**src/rtl/vga_sync_decoder.sv**
```systemverilog
// Receive-side VGA decoder: recovers pixel coordinates and colour from the TinyVGA
// PMOD pin bundle, measures line/frame timing, tracks lock and signs each clean frame.
module vga_sync_decoder #(
    parameter int H_ACTIVE        = 640,
    parameter int H_TOTAL         = 800,
    parameter int H_START         = 144,
    parameter int V_ACTIVE        = 480,
    parameter int V_TOTAL         = 525,
    parameter int V_START         = 35,
    parameter bit SYNC_ACTIVE_LOW = 1'b1,
    parameter int LOCK_FRAMES     = 2
) (
    input  logic        clk,
    input  logic        reset,
    input  logic [7:0]  vga_in,
    output logic [5:0]  rgb,
    output logic [9:0]  px_x,
    output logic [9:0]  px_y,
    output logic        px_valid,
    output logic        frame_start,
    output logic        locked,
    output logic        timing_err,
    output logic        blank_err,
    output logic [9:0]  line_len,
    output logic [9:0]  frame_lines,
    output logic [15:0] frame_sig,
    output logic        sig_valid
);

    typedef enum logic [1:0] {SEARCH, TRACK, LOCKED} state_t;

    localparam logic [10:0] H_LO     = 11'(H_START);
    localparam logic [10:0] H_HI     = 11'(H_START + H_ACTIVE);
    localparam logic [10:0] V_LO     = 11'(V_START);
    localparam logic [10:0] V_HI     = 11'(V_START + V_ACTIVE);
    localparam logic [10:0] H_TOT_W  = 11'(H_TOTAL);
    localparam logic [9:0]  V_TOT_W  = 10'(V_TOTAL);
    localparam logic [9:0]  H_STRT_W = 10'(H_START);
    localparam logic [9:0]  V_STRT_W = 10'(V_START);
    localparam logic [7:0]  LOCK_W   = 8'(LOCK_FRAMES);
    localparam logic [9:0]  SAT      = '1;
    // Input register resets to idle sync levels so release does not fake an edge
    localparam logic [7:0]  IN_IDLE  = SYNC_ACTIVE_LOW ? 8'h88 : 8'h00;

    state_t      state, state_nxt;
    logic [7:0]  in_q;
    logic        hs_prev, vs_prev;
    logic [9:0]  hcnt, vline;
    logic [7:0]  gcnt, gcnt_nxt;
    logic [15:0] sig;
    logic        clean;

    logic        hs_act, vs_act, hs_edge, vs_edge;
    logic [5:0]  rgb_cur;
    logic [10:0] hcnt_inc;
    logic [9:0]  hcnt_nxt, vline_nxt;
    logic        active, pv_cur, blank_cur, hto;
    logic        line_bad, frame_bad, terr, publish, clean_nxt;
    logic [15:0] sig_nxt;

    always_comb begin
        hs_act   = in_q[7] ^ SYNC_ACTIVE_LOW;
        vs_act   = in_q[3] ^ SYNC_ACTIVE_LOW;
        hs_edge  = hs_act & ~hs_prev;
        vs_edge  = vs_act & ~vs_prev;
        rgb_cur  = {in_q[0], in_q[4], in_q[1], in_q[5], in_q[2], in_q[6]};

        // hcnt/vline hold the position of the previous sample; *_nxt is in_q's position
        hcnt_inc = {1'b0, hcnt} + 11'd1;
        if (hs_edge)
            hcnt_nxt = '0;
        else if (hcnt == SAT)
            hcnt_nxt = SAT;
        else
            hcnt_nxt = hcnt_inc[9:0];

        if (vs_edge)
            vline_nxt = '0;
        else if (hs_edge && vline != SAT)
            vline_nxt = vline + 10'd1;
        else
            vline_nxt = vline;

        active = ({1'b0, hcnt_nxt} >= H_LO) && ({1'b0, hcnt_nxt} < H_HI) &&
                 ({1'b0, vline_nxt} >= V_LO) && ({1'b0, vline_nxt} < V_HI);
        pv_cur    = active && (state == LOCKED);
        blank_cur = (state != SEARCH) && !active && (rgb_cur != '0);
        hto       = (hcnt_nxt == SAT) && (hcnt != SAT);
        line_bad  = hs_edge && (hcnt_inc != H_TOT_W);
        frame_bad = vs_edge && (vline != V_TOT_W);
    end

    always_comb begin
        state_nxt = state;
        gcnt_nxt  = gcnt;
        terr      = 1'b0;
        case (state)
            SEARCH: begin
                if (vs_edge) begin
                    state_nxt = TRACK;
                    gcnt_nxt  = '0;
                end
            end
            TRACK, LOCKED: begin
                if (line_bad || frame_bad) begin
                    terr      = 1'b1;
                    gcnt_nxt  = '0;
                    state_nxt = TRACK;
                end else if (vs_edge && state == TRACK) begin
                    gcnt_nxt = gcnt + 8'd1;
                    if (gcnt + 8'd1 == LOCK_W)
                        state_nxt = LOCKED;
                end
            end
            default: state_nxt = SEARCH;
        endcase
        if (hto) begin
            if (state != SEARCH)
                terr = 1'b1;
            state_nxt = SEARCH;
        end
    end

    always_comb begin
        publish = vs_edge && clean && !terr;
        if (terr || state_nxt != LOCKED)
            clean_nxt = 1'b0;
        else if (vs_edge && state == LOCKED)
            clean_nxt = 1'b1;
        else
            clean_nxt = clean;

        if (vs_edge)
            sig_nxt = '0;
        else if (pv_cur)
            sig_nxt = {sig[14:0], sig[15]} ^ {10'b0, rgb_cur};
        else
            sig_nxt = sig;
    end

    always_ff @(posedge clk or posedge reset) begin
        if (reset) begin
            in_q        <= IN_IDLE;
            hs_prev     <= 1'b0;
            vs_prev     <= 1'b0;
            hcnt        <= '0;
            vline       <= '0;
            state       <= SEARCH;
            gcnt        <= '0;
            sig         <= '0;
            clean       <= 1'b0;
            rgb         <= '0;
            px_x        <= '0;
            px_y        <= '0;
            px_valid    <= 1'b0;
            frame_start <= 1'b0;
            locked      <= 1'b0;
            timing_err  <= 1'b0;
            blank_err   <= 1'b0;
            line_len    <= '0;
            frame_lines <= '0;
            frame_sig   <= '0;
            sig_valid   <= 1'b0;
        end else begin
            in_q        <= vga_in;
            hs_prev     <= hs_act;
            vs_prev     <= vs_act;
            hcnt        <= hcnt_nxt;
            vline       <= vline_nxt;
            state       <= state_nxt;
            gcnt        <= gcnt_nxt;
            sig         <= sig_nxt;
            clean       <= clean_nxt;
            rgb         <= rgb_cur;
            px_x        <= active ? hcnt_nxt - H_STRT_W : '0;
            px_y        <= active ? vline_nxt - V_STRT_W : '0;
            px_valid    <= pv_cur;
            frame_start <= vs_edge;
            locked      <= (state_nxt == LOCKED);
            timing_err  <= terr;
            blank_err   <= blank_cur;
            sig_valid   <= publish;
            if (hs_edge)
                line_len <= (hcnt == SAT) ? SAT : hcnt_inc[9:0];
            if (vs_edge)
                frame_lines <= vline;
            if (publish)
                frame_sig <= sig;
        end
    end

endmodule

```
**config.mk**
```make
export PLATFORM = sky130hd
export DESIGN_NAME = vga_sync_decoder
export DESIGN_NICKNAME = d
export VERILOG_FILES = /design/src/rtl/vga_sync_decoder.sv
export SDC_FILE = /design/constraint.sdc
export NUM_CORES = 1
export LEC_CHECK = 0
export CORE_ASPECT_RATIO = 1.75
export CORE_MARGIN = 10
export CORE_UTILIZATION = 30
export CTS_CLUSTER_DIAMETER = 30
export DETAILED_ROUTE_END_ITERATION = 16
export RECOVER_POWER = 25
export SLEW_MARGIN = 15
export SYNTH_ARGS = -nofsm -noshare
export SYNTH_HDL_FRONTEND = slang
export SYNTH_SLANG_ARGS = --single-unit
```
**constraint.sdc**
```tcl
create_clock -name clk -period 4.4 [get_ports clk]
set_input_delay 0.66 -clock clk [delete_from_list [all_inputs] [get_ports clk]]
set_output_delay 0.66 -clock clk [all_outputs]
set_load 0.1 [all_outputs]
```
==> results.md, run 1 <==
- WP data arrival: 4.32 ns
- DRT iter0 DRCs: 321
- Status: complete, but fails checks
- Top-Level Pins: 78
- Routed vias: 4221
- Slew margin rel.: -1.12
- Most common flop cell mapped by yosys: dfrtp_1
- All-Layer GR Usage: 0.109
- Worst clock skew: 0.00785 ns
- Synth warn: 0
- Part of the Yosys area used for sequential elements: 0.538
- First-pass iteration count of the detailed router: 4
- Placer Congestion: 0.848
- Cells after Synth: 536
- Fillers: 1868
- Die Ht: 204 um
- Core ar.: 0.0191 mm^2
- Fin crit share: 0.913
- Mapped Avg Cell Area: 10.8 um^2
- Failing checks: max-capacitance violations, max-slew violations
- Initial Util: 0.304
- CTS Root Cell: clkbuf_16
- Initial antenna violation count: 0
- Fmax: 0.249 GHz
- Worst Setup Start Kind: flip-flop
- Via-to-Cell Ratio: 4.86
- Slew @ Worst Pin: 3.19 ns
- CP Capture Type: flip-flop
- First-pass GRT wire length: 22.6 mm
- RSZ-0062 raised after global routing: no
- Post CTS Setup Buffer Count: 0
- Layout area overhead: 26.9%
- FF+latch count, synth: 125
- Final net count: 639
- Die outline width: 125 um
- P per Cell Area: 447 mW/mm^2
- VDD IR max: 316 uV
- Leakage: 0.00339 uW
- Kind of critical path: flip-flop to flip-flop
- Largest net degree at the start of global routing: 88
- Num CTS Buffers: 17
- Fin. Hold Viols: 0
- Multi-input gate area: 0.00243 mm^2
- Reg area: 0.00313 mm^2
- EDFF count, synth: 0
- PortBufs: 77
- Vias in the first global route: 4389
- Max-cap violation count: 1
- WL per Instance: 16.0 um
- Worst-skew pair later-pin latency: 0.42 ns
- CTS tree: yes
- Setup violations, final: 0
- Library cells used by synthesis: 71
- Final wirelength: 13.9 mm
- Core Util, Final: 0.386
- Fin crit period: 4.02 ns
- Pins Over Slew Limit: 88
- Cell area after technology mapping: 0.00581 mm^2
- N_diodes: 0
- CTS Sinks: 125
- CP Data Required Time: 4.70 ns
- Setup slack at placement: 0.409 ns
- Worst-path clk slew: 0.06 ns
- Hold WC Path Type: flip-flop to flip-flop
- Die Footprint: 0.0256 mm^2
- Post-synth ARST share: 1.00
- FP Rows: 67
- Setup TNS: 0 ns
- Post-synthesis net count: 560
- Post-route setup slack: 0.381 ns
- CP max FO: 17
- Grt ovf: 0
- Final ANT Viol Nets: 0
- Detailed Place HPWL: 10.2 mm
- H-tree levels: 4
- PnR Total Power: 3300 uW
- Share of cells above drive strength 1: 0.120
- CTS Buffer Depth: 2
- Number of remaining DRC errors: 0
## power by group
group	internal [uW]	switching, uW	leakage, uW
combinational	173	463	0.00144
clock	846	521	0.000279
sequential	1220	75.2	0.00168
## worst paths after layout
| kind | endpoint | start | slack (ns) | cells after the start |
|---|---|---|---|---|
| max in group asynchronous | frame_start | reset | 0.73 | 2 |
| worst min register to register | rgb[2] | in_q[5] | 0.45 | 0 |
| worst max-delay path | frame_sig[10] | hcnt[0] | 0.38 | 11 |
| min in group asynchronous | frame_sig[8] | reset | 1.84 | 2 |
| worst max register to register | frame_sig[10] | hcnt[0] | 0.38 | 11 |
| worst min-delay path | rgb[2] | in_q[5] | 0.45 | 0 |
## stage by stage
stage,instances,area (um^2),hold slack [ns]
after floorplan,536,5810,0.393
after global placement,837,6800,0.433
after detailed placement,837,6800,0.428
after CTS,868,7380,0.450
after global routing,868,7380,0.465
final,868,7380,0.451
## cells in the final DEF, fill, tap and decap left out, drive strengths merged, types with 12 or more instances in the layout
| cell type | instances |
|---|---|
| dfrtp | 123 |
| mux2i | 21 |
| nand2 | 69 |
| inv | 32 |
| clkdlybuf4s50 | 68 |
| mux2 | 17 |
| nand3 | 12 |
| nor2 | 46 |
| ha | 14 |
| clkbuf | 18 |
| o21ai | 30 |
| a21oi | 15 |
| xnor2 | 21 |
## worst max-delay path, cell delays in order (launching register included)
cell	delay (ns)
dfrtp_1	0.52
ha_1	0.36
and2_0	0.30
nand4_1	0.35
a31oi_1	0.44
ha_1	0.22
nand2_1	0.05
or4_4	0.43
nor4_4	0.34
o2111a_1	0.24
buf_4	0.28
mux2_2	0.38
## flip-flops by register name, summed over array words and instances (netlist names)
| name | count |
|---|---|
| locked | 1 |
| vline | 10 |
| px_x | 10 |
| timing_err | 1 |
| px_y | 10 |
| hcnt | 10 |
| rgb | 6 |
| vs_prev | 1 |
| frame_sig | 16 |
| in_q | 8 |
| clean | 1 |
| sig_valid | 1 |
| gcnt | 8 |
| sig | 16 |
| px_valid | 1 |
| blank_err | 1 |
| frame_lines | 10 |
| state | 2 |
| hs_prev | 1 |
| frame_start | 1 |
| line_len | 10 |
## cell families (layout without fill, tap and decap cells)
group                      count (synthesis)  count (layout)  share of synthesized area
and+or+nand+nor                          187             187                      0.164
DFF                                      125             125                      0.538
AOI/OAI and AO/OA                         91              91                      0.107
buffers and inverters                     54             145                     0.0445
muxes                                     38              38                     0.0755
xor gates and xnor gates                  27              27                     0.0407
adders and majority gates                 14              14                     0.0301
## repair_timing
item,CTS,global route
setup endpoints to repair,0,2
gates resized for setup,0,1
hold buffers,0,0
## cell usage after synthesis, types with 5 or more instances
master / n / area share
nor3_1: 5 / 0.0043
inv_1: 29 / 0.019
a21oi_1: 14 / 0.012
xnor2_1: 21 / 0.032
mux2i_1: 21 / 0.036
nor2_1: 46 / 0.030
nand2_1: 69 / 0.045
nand3_1: 11 / 0.0095
xor2_1: 6 / 0.0090
o21ai_0: 29 / 0.025
mux2_2: 7 / 0.014
mux2_4: 10 / 0.026
o31ai_1: 6 / 0.0077
and3_1: 7 / 0.0075
a31oi_1: 9 / 0.0097
ha_1: 14 / 0.030
dfrtp_1: 123 / 0.53
clkbuf_1: 13 / 0.0084
nand2b_1: 5 / 0.0054
## layout make-up
type | instances | share of cell area
inverters | 30 | 0.0153
clock buffers | 18 | 0.0595
multi-input cells | 357 | 0.329
well taps | 241 | 0.0409
flip-flops and latches | 125 | 0.424
repair buffers | 84 | 0.112
clock inverters | 13 | 0.0192
## metal layers
| layer | wire (um) | vias to the layer above | global-route usage |
|---|---|---|---|
| met5 | 0 | - | 0 |
| met4 | 320 | 0 | 0.0516 |
| met1 | 5480 | 2084 | 0.109 |
| met3 | 562 | 19 | 0.0327 |
| met2 | 7560 | 101 | 0.202 |
| li1 | - | 2017 | - |
Note: power is estimated with default switching activity, not from simulation.
==> inputs of run 2 (changes only) <==
--- a/config.mk
+++ b/config.mk
@@ -7,10 +7,11 @@
 export LEC_CHECK = 0
 export CORE_ASPECT_RATIO = 1.75
 export CORE_MARGIN = 10
-export CORE_UTILIZATION = 30
-export CTS_CLUSTER_DIAMETER = 30
+export CORE_UTILIZATION = 38
+export CTS_CLUSTER_DIAMETER = 80
 export DETAILED_ROUTE_END_ITERATION = 16
 export RECOVER_POWER = 25
+export SKIP_CTS_REPAIR_TIMING = 1
 export SLEW_MARGIN = 15
 export SYNTH_ARGS = -nofsm -noshare
 export SYNTH_HDL_FRONTEND = slang
==> run 2 against run 1 <==
  * The run still ends with max-capacitance violations, max-slew violations left
  * Clock skew down 0.00082 ns
  * Clock-buffer cell count down 1
  * Hold slack worse by 0.023 ns
  * Setup slack worse by 0.028 ns
  * Cell count down 6.3%
  * Global-route usage up 2.7 points
  * Clock power about the same
  * Register-to-register slack worse by 0.03 ns
  * First-iteration DRC count down 37%
  * Power up 0.42%
  * Critical endpoint is now frame_sig[13]
==> results.md, run 2 (same netlist as run 1, synthesis figures left out) <==
- Worst Setup Start Kind: flip-flop
- Most frequent cells in the layout: dfrtp_1, nand2_1, clkdlybuf4s50_1
- Slew @ Worst Pin: 2.71 ns (-0.482 ns)
- Initial Util: 0.388 (+0.0838)
- Placer Congestion: 0.866 (+2.1%)
- CTS Root Cell: clkbuf_16
- Slew margin rel.: -0.805 (+0.320)
- Worst-path clk slew: 0.06 ns (about the same)
- Layout area overhead: 26.2%
- Die Ht: 184 um (-10%)
- Leakage: 0.00341 uW (+0.55%)
- Placed cell count: 781 (-6.7%)
- H-tree levels: 4 (unchanged)
- VDD IR max: 236 uV (-25%)
- RSZ-0062 raised after global routing: no
- Setup violations, final: 0 (unchanged)
- Top-Level Pins: 78 (unchanged)
- FP Rows: 59 (-12%)
- Worst-skew pair later-pin latency: 0.42 ns (about the same)
- Setup TNS: 0 ns (unchanged)
- P per Cell Area: 451 mW/mm^2 (+0.95%)
- CTS tree: yes
- Layout Cells excl Fill: 813 (-6.3%)
- Max-cap violation count: 1 (unchanged)
- Number of remaining DRC errors: 0 (unchanged)
- WL per Instance: 17.2 um (+7.1%)
- Vias in the first global route: 4438 (+1.1%)
- Routed vias: 4250 (+0.69%)
- Final ANT Viol Nets: 0 (unchanged)
- Most common cell after layout, fill and taps aside: dfrtp_1
- All-Layer GR Usage: 0.136 (+0.0266)
- Status: complete, but fails checks
- Num CTS Buffers: 17 (unchanged)
- Initial antenna violation count: 0 (unchanged)
- DRT iter0 DRCs: 202 (-37%)
- Hold WC Path Type: flip-flop to flip-flop
- Worst stage delay on the critical path: 0.51 ns (about the same)
- Die outline width: 114 um (-9.4%)
- Final wirelength: 14.0 mm (+0.33%)
- Failing checks: max-capacitance violations, max-slew violations
- WP data arrival: 4.34 ns (+0.02 ns)
- Fillers: 1379 (-26%)
- N_diodes: 0 (unchanged)
- Die Footprint: 0.0208 mm^2 (-18%)
- CP max-delay cell: dfrtp_1
- Core ar.: 0.0150 mm^2 (-22%)
- Via-to-Cell Ratio: 5.23 (+7.5%)
- Largest net degree at the start of global routing: 73 (-17%)
- CP max FO: 17 (unchanged)
- PortBufs: 77 (unchanged)
- Detailed Place HPWL: 10.2 mm (about the same)
- First-pass iteration count of the detailed router: 4 (unchanged)
- Fin crit period: 4.05 ns (+0.0278 ns)
- Share of cells above drive strength 1: 0.122 (+0.00260)
- CTS Buffer Depth: 2 (unchanged)
- Most frequent CP cell: ha_1
- Crit-path cells: ha_1 > and2_0 > nand4_1 > a31oi_1 > ha_1 > nand2_1 > or4_4 > nor4_4 > o2111a_1 > buf_4 > mux2_2
- Fmax: 0.247 GHz (-0.69%)
- Pins Over Slew Limit: 72 (-18%)
- Kind of critical path: flip-flop to flip-flop
- CTS Sinks: 125 (unchanged)
- Grt ovf: 0 (unchanged)
- Fin crit share: 0.920 (+0.00633)
- CP Capture Type: flip-flop
- First-pass GRT wire length: 22.9 mm (+1.1%)
- CP Data Required Time: 4.70 ns (about the same)
- Worst clock skew: 0.00703 ns (-0.000815 ns)
- Fin. Hold Viols: 0 (unchanged)
- Final net count: 641 (+0.31%)
- Largest regs: frame_sig: 16 flops, sig: 16 flops
run 2: layer usage:
layer | global-route usage | part of all wire
met2 | 0.247 | 0.54
met3 | 0.0356 | 0.048
met1 | 0.144 | 0.40
met5 | 0 | 0
met4 | 0.0535 | 0.019
run 2: worst max-delay path: cells and delay by family (launching register included):
kind	cells	cell delay, ns
fa+ha+maj	2	0.58
simple gates	5	1.48
compound gates	2	0.67
mux	1	0.37
flops	1	0.51
buf+inv	1	0.28
run 2: final cells by class:
| cell class | count | area [um^2] | share of cell area |
|---|---|---|---|
| Sequential cell | 125 | 3130 | 0.427 |
| Inverter | 30 | 113 | 0.0153 |
| Timing Repair Buffer | 86 | 851 | 0.116 |
| Clock inverter | 15 | 165 | 0.0225 |
| Clock buffer | 17 | 425 | 0.0580 |
| Multi-Input combinational cell | 357 | 2420 | 0.330 |
| Tap cell | 183 | 229 | 0.0312 |
run 2: stage by stage:
stage | hold slack (ns) | power, uW | cell area [um^2] | worst slack [ns] | utilization
final | 0.428 | 3310 | 7340 | 0.353 | 0.490
after detailed placement | 0.411 | 1950 | 6750 | 0.433 | 0.450
after CTS | 0.428 | 3350 | 7340 | 0.417 | 0.490
after floorplan | 0.393 | 1790 | 5810 | 0.416 | -
after global routing | 0.446 | 3460 | 7340 | 0.183 | 0.490
after global placement | 0.413 | 1940 | 6750 | 0.589 | 0.450
run 2: path summary, 6_finish.rpt:
path / start / to / slack [ns] / depth (start not counted)
min in group asynchronous: reset / frame_sig[8] / 1.64 / 2
max in group asynchronous: reset / frame_lines[2] / 1.20 / 2
worst max-delay path: hcnt[0] / frame_sig[13] / 0.35 / 11
worst max register to register: hcnt[0] / frame_sig[13] / 0.35 / 11
worst min-delay path: in_q[2] / rgb[1] / 0.43 / 0
worst min register to register: in_q[2] / rgb[1] / 0.43 / 0
run 2: report_power, final:
group / internal (uW) / switching, uW / leakage, uW
registers: 1220 / 72.0 / 0.00168
clock network: 842 / 544 / 0.000282
logic: 175 / 459 / 0.00145
total: 2240 / 1080 / 0.00341
